`src/rtl/image_capture_writer.sv`:
```
// Crops a BLK*OUT_DIM square from a grey pixel stream, box-averages each BLKxBLK block
// and writes the OUT_DIM x OUT_DIM result into image_mem, one strobe per output pixel.
module image_capture_writer #(
    parameter int IMG_W   = 640,
    parameter int IMG_H   = 480,
    parameter int X_OFF   = 96,
    parameter int Y_OFF   = 16,
    parameter int BLK     = 16,   // power of 2, at least 2
    parameter int OUT_DIM = 28,
    parameter int INVERT  = 0
) (
    input  logic       clk,
    input  logic       rst_n,
    input  logic       start,
    input  logic       pix_vld,
    input  logic       pix_sof,
    input  logic [7:0] pix_data,
    output logic       mem_we,
    output logic [9:0] mem_waddr,
    output logic [7:0] mem_wdata,
    output logic       busy,
    output logic       done
);

    localparam int LB    = $clog2(BLK);
    localparam int ACC_W = 8 + 2 * LB;
    localparam int CW    = $clog2((IMG_W > IMG_H) ? IMG_W : IMG_H) + 1;
    localparam int BXW   = (OUT_DIM > 1) ? $clog2(OUT_DIM) : 1;

    localparam logic [CW-1:0] X_OFF_C  = CW'(X_OFF);
    localparam logic [CW-1:0] Y_OFF_C  = CW'(Y_OFF);
    localparam logic [CW-1:0] WIN_C    = CW'(BLK * OUT_DIM);
    localparam logic [CW-1:0] X_LAST_C = CW'(IMG_W - 1);
    localparam logic [9:0]    DIM_C    = 10'(OUT_DIM);
    localparam logic [9:0]    LAST_C   = 10'(OUT_DIM * OUT_DIM - 1);

    typedef enum logic [1:0] {
        IDLE    = 2'd0,
        ARM     = 2'd1,
        CAPTURE = 2'd2
    } state_t;

    state_t state_reg, state_next;

    logic [CW-1:0]    x_reg, y_reg;
    logic [ACC_W-1:0] acc_reg [OUT_DIM];
    logic             mem_we_reg;
    logic [9:0]       waddr_reg;
    logic [7:0]       wdata_reg;
    logic             last_wr_reg;
    logic             done_reg;

    logic             proc;
    logic             restart;
    logic [CW-1:0]    cx, cy;
    logic [CW-1:0]    rel_x, rel_y;
    logic             in_win;
    logic [BXW-1:0]   bx, by;
    logic             blk_end;
    logic [ACC_W-1:0] acc_sel;
    logic [ACC_W-1:0] sum;
    logic             hit;
    logic             flush;
    logic [9:0]       blk_addr;
    logic             final_wr;
    logic [7:0]       avg;
    logic [7:0]       wdata_next;
    logic [OUT_DIM-1:0] col_hit;
    logic             unused_sum_bits;

    // A pixel is consumed in CAPTURE, or in ARM when it is the frame-start pixel.
    assign proc    = pix_vld && ((state_reg == CAPTURE) || ((state_reg == ARM) && pix_sof));
    assign restart = proc && pix_sof;

    // A start-of-frame pixel is always treated as (0,0) regardless of the counters.
    assign cx    = pix_sof ? '0 : x_reg;
    assign cy    = pix_sof ? '0 : y_reg;
    assign rel_x = cx - X_OFF_C;
    assign rel_y = cy - Y_OFF_C;

    assign in_win  = (cx >= X_OFF_C) && (rel_x < WIN_C) && (cy >= Y_OFF_C) && (rel_y < WIN_C);
    assign bx      = rel_x[LB +: BXW];
    assign by      = rel_y[LB +: BXW];
    assign blk_end = (&rel_x[LB-1:0]) && (&rel_y[LB-1:0]);

    // Accumulators are logically zero on a restart pixel even though they clear at the edge.
    assign acc_sel  = (in_win && !pix_sof) ? acc_reg[bx] : '0;
    assign sum      = acc_sel + ACC_W'(pix_data);
    assign hit      = proc && in_win;
    assign flush    = hit && blk_end;
    assign blk_addr = 10'(by) * DIM_C + 10'(bx);
    assign final_wr = flush && (blk_addr == LAST_C);

    assign avg             = sum[ACC_W-1 -: 8];
    assign wdata_next      = (INVERT != 0) ? ~avg : avg;
    assign unused_sum_bits = ^sum[ACC_W-9:0];

    genvar gi;
    generate
        for (gi = 0; gi < OUT_DIM; gi++) begin : g_col
            assign col_hit[gi] = hit && (bx == BXW'(gi));
        end
    endgenerate

    always_ff @(posedge clk or negedge rst_n) begin
        if (!rst_n) begin
            state_reg <= IDLE;
        end else begin
            state_reg <= state_next;
        end
    end

    always_comb begin
        state_next = state_reg;
        case (state_reg)
            IDLE: begin
                if (start) state_next = ARM;
            end
            ARM: begin
                if (pix_vld && pix_sof) state_next = final_wr ? IDLE : CAPTURE;
            end
            CAPTURE: begin
                if (final_wr) state_next = IDLE;
            end
            default: state_next = IDLE;
        endcase
    end

    // busy stays up through the final write cycle so it drops together with done.
    always_comb begin
        busy      = (state_reg != IDLE) || last_wr_reg;
        done      = done_reg;
        mem_we    = mem_we_reg;
        mem_waddr = waddr_reg;
        mem_wdata = wdata_reg;
    end

    always_ff @(posedge clk or negedge rst_n) begin
        if (!rst_n) begin
            x_reg <= '0;
            y_reg <= '0;
        end else if (proc) begin
            if (cx == X_LAST_C) begin
                x_reg <= '0;
                y_reg <= cy + CW'(1);
            end else begin
                x_reg <= cx + CW'(1);
                y_reg <= cy;
            end
        end
    end

    always_ff @(posedge clk or negedge rst_n) begin
        if (!rst_n) begin
            for (int i = 0; i < OUT_DIM; i++) acc_reg[i] <= '0;
        end else begin
            for (int i = 0; i < OUT_DIM; i++) begin
                if (col_hit[i]) begin
                    acc_reg[i] <= flush ? '0 : sum;
                end else if (restart) begin
                    acc_reg[i] <= '0;
                end
            end
        end
    end

    always_ff @(posedge clk or negedge rst_n) begin
        if (!rst_n) begin
            mem_we_reg  <= 1'b0;
            waddr_reg   <= '0;
            wdata_reg   <= '0;
            last_wr_reg <= 1'b0;
            done_reg    <= 1'b0;
        end else begin
            mem_we_reg  <= flush;
            last_wr_reg <= final_wr;
            done_reg    <= last_wr_reg;
            if (flush) begin
                waddr_reg <= blk_addr;
                wdata_reg <= wdata_next;
            end
        end
    end

endmodule

```
`config.mk`:
```
export PLATFORM = sky130hd
export DESIGN_NAME = image_capture_writer
export DESIGN_NICKNAME = d
export VERILOG_FILES = /design/src/rtl/image_capture_writer.sv
export SDC_FILE = /design/constraint.sdc
export NUM_CORES = 1
export LEC_CHECK = 0
export CORE_UTILIZATION = 56
export DETAILED_ROUTE_END_ITERATION = 6
export PLACE_DENSITY_LB_ADDON = 0.12
export SLEW_MARGIN = 20
export SYNTH_ARGS = -nofsm -noshare
export SYNTH_HDL_FRONTEND = slang
export SYNTH_SLANG_ARGS = --single-unit
```
`constraint.sdc`:
```
create_clock -name clk -period 6.2 [get_ports clk]
set_clock_uncertainty 0.15 [all_clocks]
set_input_delay 1.86 -clock clk [delete_from_list [all_inputs] [get_ports clk]]
set_output_delay 1.86 -clock clk [all_outputs]
set_load 0.02 [all_outputs]
```
==> results.cfg, run 1 <==
[final_layout]
final_common_cell = dfrtp_1
fillCellCount = 3600
drive_gt1_share_pct = 14.1
largest_reg_flops = 448
utilization_pct = 65.2
seq_area_um2 = 12300
syn_to_final_growth_pct = 14.6
multi_input_area_um2 = 11100
final_cell_mix = dfrtp_1 (491), nand3_1 (368), o21ai_0 (197)
nets = 2624
fin_cells = 3204
n_antenna_cell = 0

[placed_design]
dp_hpwl_mm = 50.7
dp_slack_ps = -205
gp_congestion = 0.937
port_buffers = 33
placed_cells = 3112

[critical_path]
criticalPathCategory = input port to register
worstPathArrival_ps = 6280
worstPathCellList = buf_4 -> clkinv_1 -> nand2_1 -> ha_1 -> nand2_1 -> nand3_1 -> nand2_1 -> ha_1 -> a21oi_1 -> o221ai_1 -> or3_1 -> a21oi_2 -> ha_1 -> a21oi_2 -> o21ai_2 -> o31ai_2 -> a21oi_1 -> nor2_2 -> nor2_1 -> nand3_1 -> xor2_2 -> buf_4 -> a22o_1
cp-end-kind = register
cp.required_ps = 6600
cpMaxStageDelayCell = or3_1
worst_r2r_path_depth = 17
start_kind = input port
ff2ff_setup_slack_ps = 1080
cpPeakStageDelay_ps = 550
critPathMaxFanout = 12

[global_route]
grt_usage_pct = 35.2
antenna_found_initial = 2
grt_pass1_wl_mm = 120
overflow = 0
grt_pass1_vias = 20600
grt_max_degree = 146

[clock_network]
cts_sinks = 493
hold_buffers = 0
post_cts_buffers = 0
cts.path.max_buffers = 3
cts-resized-gates = 0
htreeDepth = 2
cts-root-buf = clkbuf_16
cts_tree = done
clk_latency_ps = 620
cts_buffers = 52
clkTransAtPathRegs_ps = 60

[synth]
ys.flop_type = dfrtp_1
ys_seq_area_share_pct = 50.3
syn-num-nets = 2595
synth_edf_count = 0
synthArstFlopShare_pct = 100
synth_area_per_cell_um2 = 9.61
synthTopCellsByArea = dfrtp_1 (50%), o21ai_0 (7.8%), nand3_1 (7.5%)
netlist_area_um2 = 24500
syn_inst = 2552
yosysTopAreaCell = dfrtp_1
synth_seq_cells = 493
ys_types = 81
synth_warnings = 0
synth_top_area_share_pct = 50.3

[hold_path]
holdPathStages = 0
worstHoldPathType = register to register

[timing]
worst_slack_ps = 326
relSlewSlack_pct = 36.4
finalHoldViolations = 0
worstMarginPinSlew_ps = 950
min_period_ps = 5870
fin_crit_sh_pct = 94.7
timing.fmax_mhz = 170
rsz0062_at_grt = false
slew_viol_final = 0
setup_viol_count_final = 0

[drt]
dr.pass1.iters = 5
vias = 21200
vias_per_cell = 6.61
ant_nets = 0
initialDrtViolationCount = 2319
wl_per_cell_um = 24.2
routed_wl_mm = 77.4
drc = 0

[power_and_ir_drop]
clkPwrFrac_pct = 44.0
combPwrFrac_pct = 9.9
power_switching_mw = 1.87
p_seq_share_pct = 46.1
swShare_pct = 26.2
p_int_mw = 5.24
ir_drop_mv = 0.192
p_leak_nw = 11.9
total_power_mw = 7.11
power_density_nw_per_um2 = 253

[floorplan]
die_h_um = 211
io-pin-count = 34
placementRows = 76
start_util_pct = 56.8
fp.dieArea_um2 = 44700
core_um2 = 43200
die_w_um = 211

[run_status]
status = finished, final reports clean

[job]
drv_cap = 0
[final timing paths]
kind,start,end
max,pix_sof,acc_reg[301]
min,last_wr_reg,done
max reg2reg,x_reg[4],acc_reg[301]
min reg2reg,last_wr_reg,done
max in group asynchronous,rst_n,acc_reg[337]
min in group asynchronous,rst_n,mem_waddr[9]
[cell usage after synthesis (6+ instances only)]
cell type and count:
dfrtp_1 493, o21ai_0 383, nand3_1 368, clkbuf_1 191
nand2_1 140, nor2_1 121, a21oi_1 88, mux2i_1 79
a32o_1 56, o22ai_1 51, o31ai_1 48, a22o_1 39
o221ai_1 31, mux2_2 28, buf_1 27, buf_2 27
ha_1 24, a22oi_1 21, inv_1 20, xnor2_1 20
nor2b_1 17, o211ai_1 17, nor3_1 16, a221oi_1 14
and2_1 13, a211oi_1 12, buf_4 12, nand2b_1 12
xor2_1 12, a2bb2oi_1 11, nor3b_1 11, or3_1 9
a32oi_1 7, nor4_1 7, fa_1 6, o21ai_1 6
o32ai_1 6, or2_2 6, or3b_2 6
[through the flow]
step                hold slack [ps]  area [um2]  setup TNS [ps]
finish                          224       28100               0
global route                    252       28100               0
CTS                             231       28100               0
detailed placement              213       26400          -17270
global placement                207       26400           -2480
floorplan                       196       24900         -131510
[power by group through the flow]
stage | sequential [mW] | combinational [mW] | clock [mW]
final | 3.28 | 0.702 | 3.13
after global routing | 3.28 | 0.751 | 3.30
after CTS | 3.27 | 0.693 | 3.17
after detailed placement | 3.33 | 0.691 | 0
after global placement | 3.33 | 0.684 | 0
after floorplan | 3.32 | 0.438 | 0
[cells by family (layout without fill, tap and decap cells)]
family / Yosys count / count (layout) / synth area share (%)
compound gates: 842 / 842 / 22.1
flops: 493 / 493 / 50.3
xor+xnor: 33 / 33 / 1.21
mux: 112 / 112 / 4.92
fa+ha+maj: 30 / 30 / 1.71
simple gates: 756 / 756 / 15.0
buf+inv: 286 / 353 / 4.82
[final cells by class]
type	instances	area share (%)
Multi-Input combinational cell	1773	39.6
Timing Repair Buffer	236	7.54
Clock buffer	78	5.29
Clock inverter	14	0.712
Inverter	25	0.343
Tap cell	585	2.60
Sequential cell	493	43.9
[layer usage]
metal / vias to the layer above / track usage [%] / part of all wire, %
met3: 211 / 6.72 / 8.4
li1: 9499 / - / -
met1: 10500 / 47.8 / 41
met4: 2 / 15.4 / 4.3
met2: 935 / 55.3 / 46
met5: - / 0 / 0.017
[worst max-delay path, delay by kind of cell]
| kind | cells | cell delay [ps] |
|---|---|---|
| and+or+nand+nor | 8 | 1450 |
| adders and majority gates | 3 | 700 |
| buffers and inverters | 3 | 490 |
| AOI/OAI and AO/OA | 8 | 1530 |
| xor gates and xnor gates | 1 | 220 |
(Power assumes the default switching activity.)
==> inputs of run 2 (changes only) <==
--- a/config.mk
+++ b/config.mk
@@ -5,8 +5,10 @@
 export SDC_FILE = /design/constraint.sdc
 export NUM_CORES = 1
 export LEC_CHECK = 0
+export CORE_MARGIN = 2
 export CORE_UTILIZATION = 56
 export DETAILED_ROUTE_END_ITERATION = 6
+export GPL_TIMING_DRIVEN = 0
 export PLACE_DENSITY_LB_ADDON = 0.12
 export SLEW_MARGIN = 20
 export SYNTH_ARGS = -nofsm -noshare
==> run 2 against run 1 <==
  * The flow now finishes with violations (DRC, setup timing)
  * Final area up 8.5%
  * Clock power up 4%
  * Maximum frequency down 5.3%
  * Via count up 13%
  * Critical path depth down 1
  * Critical path type unchanged
  * Largest cell class unchanged
  * Highest routed layer is now met4
==> results.cfg, run 2 (synthesized netlist as in run 1, its figures left out) <==
[timing]
slew_viol_final = 0
min_period_ps = 6200
rsz0062_at_grt = true
worst_slack_ps = -3.01
fin_tns_setup_ps = -4.27
fin_crit_sh_pct = 100
timing.fmax_mhz = 161
relSlewSlack_pct = 16.0
worstMarginPinSlew_ps = 1260
finalHoldViolations = 0
setup_viol_count_final = 2

[critical_path]
cp.required_ps = 6550
critPathMaxFanout = 9
cp-end-kind = register
start_kind = input port
worstPathArrival_ps = 6550
criticalPathCategory = input port to register

[final_layout]
final_cell_mix = dfrtp_1 (493), nand3_1 (367), o21ai_0 (172)
n_antenna_cell = 0
final_common_cell = dfrtp_1
drive_gt1_share_pct = 19.3
nets = 2789
syn_to_final_growth_pct = 24.3
fillCellCount = 3320
largest_reg_flops = 448
fin_cells = 3372

[power_and_ir_drop]
power_density_nw_per_um2 = 243
p_leak_nw = 12.8
total_power_mw = 7.41
ir_drop_mv = 0.216

[placed_design]
dp_slack_ps = -4310
placed_cells = 3175
dp_hpwl_mm = 70.4
gp_congestion = 1.00
port_buffers = 33

[floorplan]
start_util_pct = 56.8
placementRows = 76
die_h_um = 213
fp.dieArea_um2 = 45500
io-pin-count = 34
die_w_um = 213
core_um2 = 43200

[clock_network]
cts_tree = done
cts-root-buf = clkbuf_16
clk_latency_ps = 650
cts_sinks = 493
hold_buffers = 0
cts.path.max_buffers = 3
clkTransAtPathRegs_ps = 60
cts_buffers = 52
htreeDepth = 2

[run_status]
violations = DRC, setup timing
status = finished with violations

[global_route]
antenna_found_initial = 0
grt_pass1_wl_mm = 152
grt_max_degree = 104
grt_pass1_vias = 23900
overflow = 0
grt_usage_pct = 45.9

[job]
drv_cap = 0

[drt]
ant_nets = 0
drc = 2
routed_wl_mm = 102
wl_per_cell_um = 30.4
dr.pass1.iters = 7
vias_per_cell = 7.11
vias = 24000
initialDrtViolationCount = 3474

[hold_path]
worstHoldPathType = register to register
## run 2: timing repair
item,in CTS,in global routing
buffers inserted,75,29
endpoints found under the setup margin,488,426
pin swaps,75,44
gates resized for setup,308,103
cloned,13,1
## run 2: cell type report
class | instances | area (um2) | share of cell area [%]
Multi-Input combinational cell | 1773 | 12200 | 39.8
Inverter | 25 | 134 | 0.439
Clock buffer | 81 | 1590 | 5.22
Sequential cell | 493 | 12300 | 40.4
Clock inverter | 14 | 174 | 0.570
Tap cell | 585 | 732 | 2.40
Timing Repair Buffer | 154 | 1720 | 5.65
Buffer | 247 | 1660 | 5.44
## run 2: routing by layer
| metal | share of wire [%] | global-route usage [%] | vias up |
|---|---|---|---|
| met5 | 0 | 0 | - |
| met4 | 8.1 | 32.3 | 0 |
| met3 | 11 | 10.2 | 466 |
| met2 | 43 | 68.7 | 1762 |
| met1 | 37 | 59.4 | 11900 |
| li1 | - | - | 9840 |
## run 2: where the power goes
part           switching (mW)  total [mW]  internal, mW
sequential             0.0276        3.27          3.24
combinational           0.672       0.894         0.222
clock                    1.40        3.25          1.85
## run 2: stage by stage
| step | util [%] | hold WS (ps) | instance area [um2] |
|---|---|---|---|
| floorplan | - | 196 | 24900 |
| global placement | 60.2 | 199 | 26000 |
| detailed placement | 60.6 | 208 | 26200 |
| CTS | 69.7 | 221 | 30100 |
| global route | 70.7 | 246 | 30500 |
| finish | 70.7 | 224 | 30500 |
## run 2: path summary, 6_finish.rpt
check	from	end	slack (ps)	cells after the start
worst max-delay path	pix_sof	acc_reg[139]	-3	22
worst min-delay path	last_wr_reg	done	220	0
worst max register to register	x_reg[4]	acc_reg[153]	50	25
worst min register to register	last_wr_reg	done	220	0
max in group asynchronous	rst_n	acc_reg[359]	3670	3
min in group asynchronous	rst_n	mem_waddr[3]	940	1
## run 2: worst max-delay path, stage by stage
cell and delay (ps):
buf_12 130, buf_6 110, nand2b_4 190, inv_16 60, ha_4 160, buf_6 120
and2_4 160, or3_4 450, nor2_1 850, a221oi_1 260, nand2_1 160, a21oi_1 110
ha_1 330, o21ai_0 110, a21oi_2 190, nor2_4 110, buf_6 130, nor4_4 250
xnor2_4 190, nand2_4 150, buf_8 190, o31ai_1 240
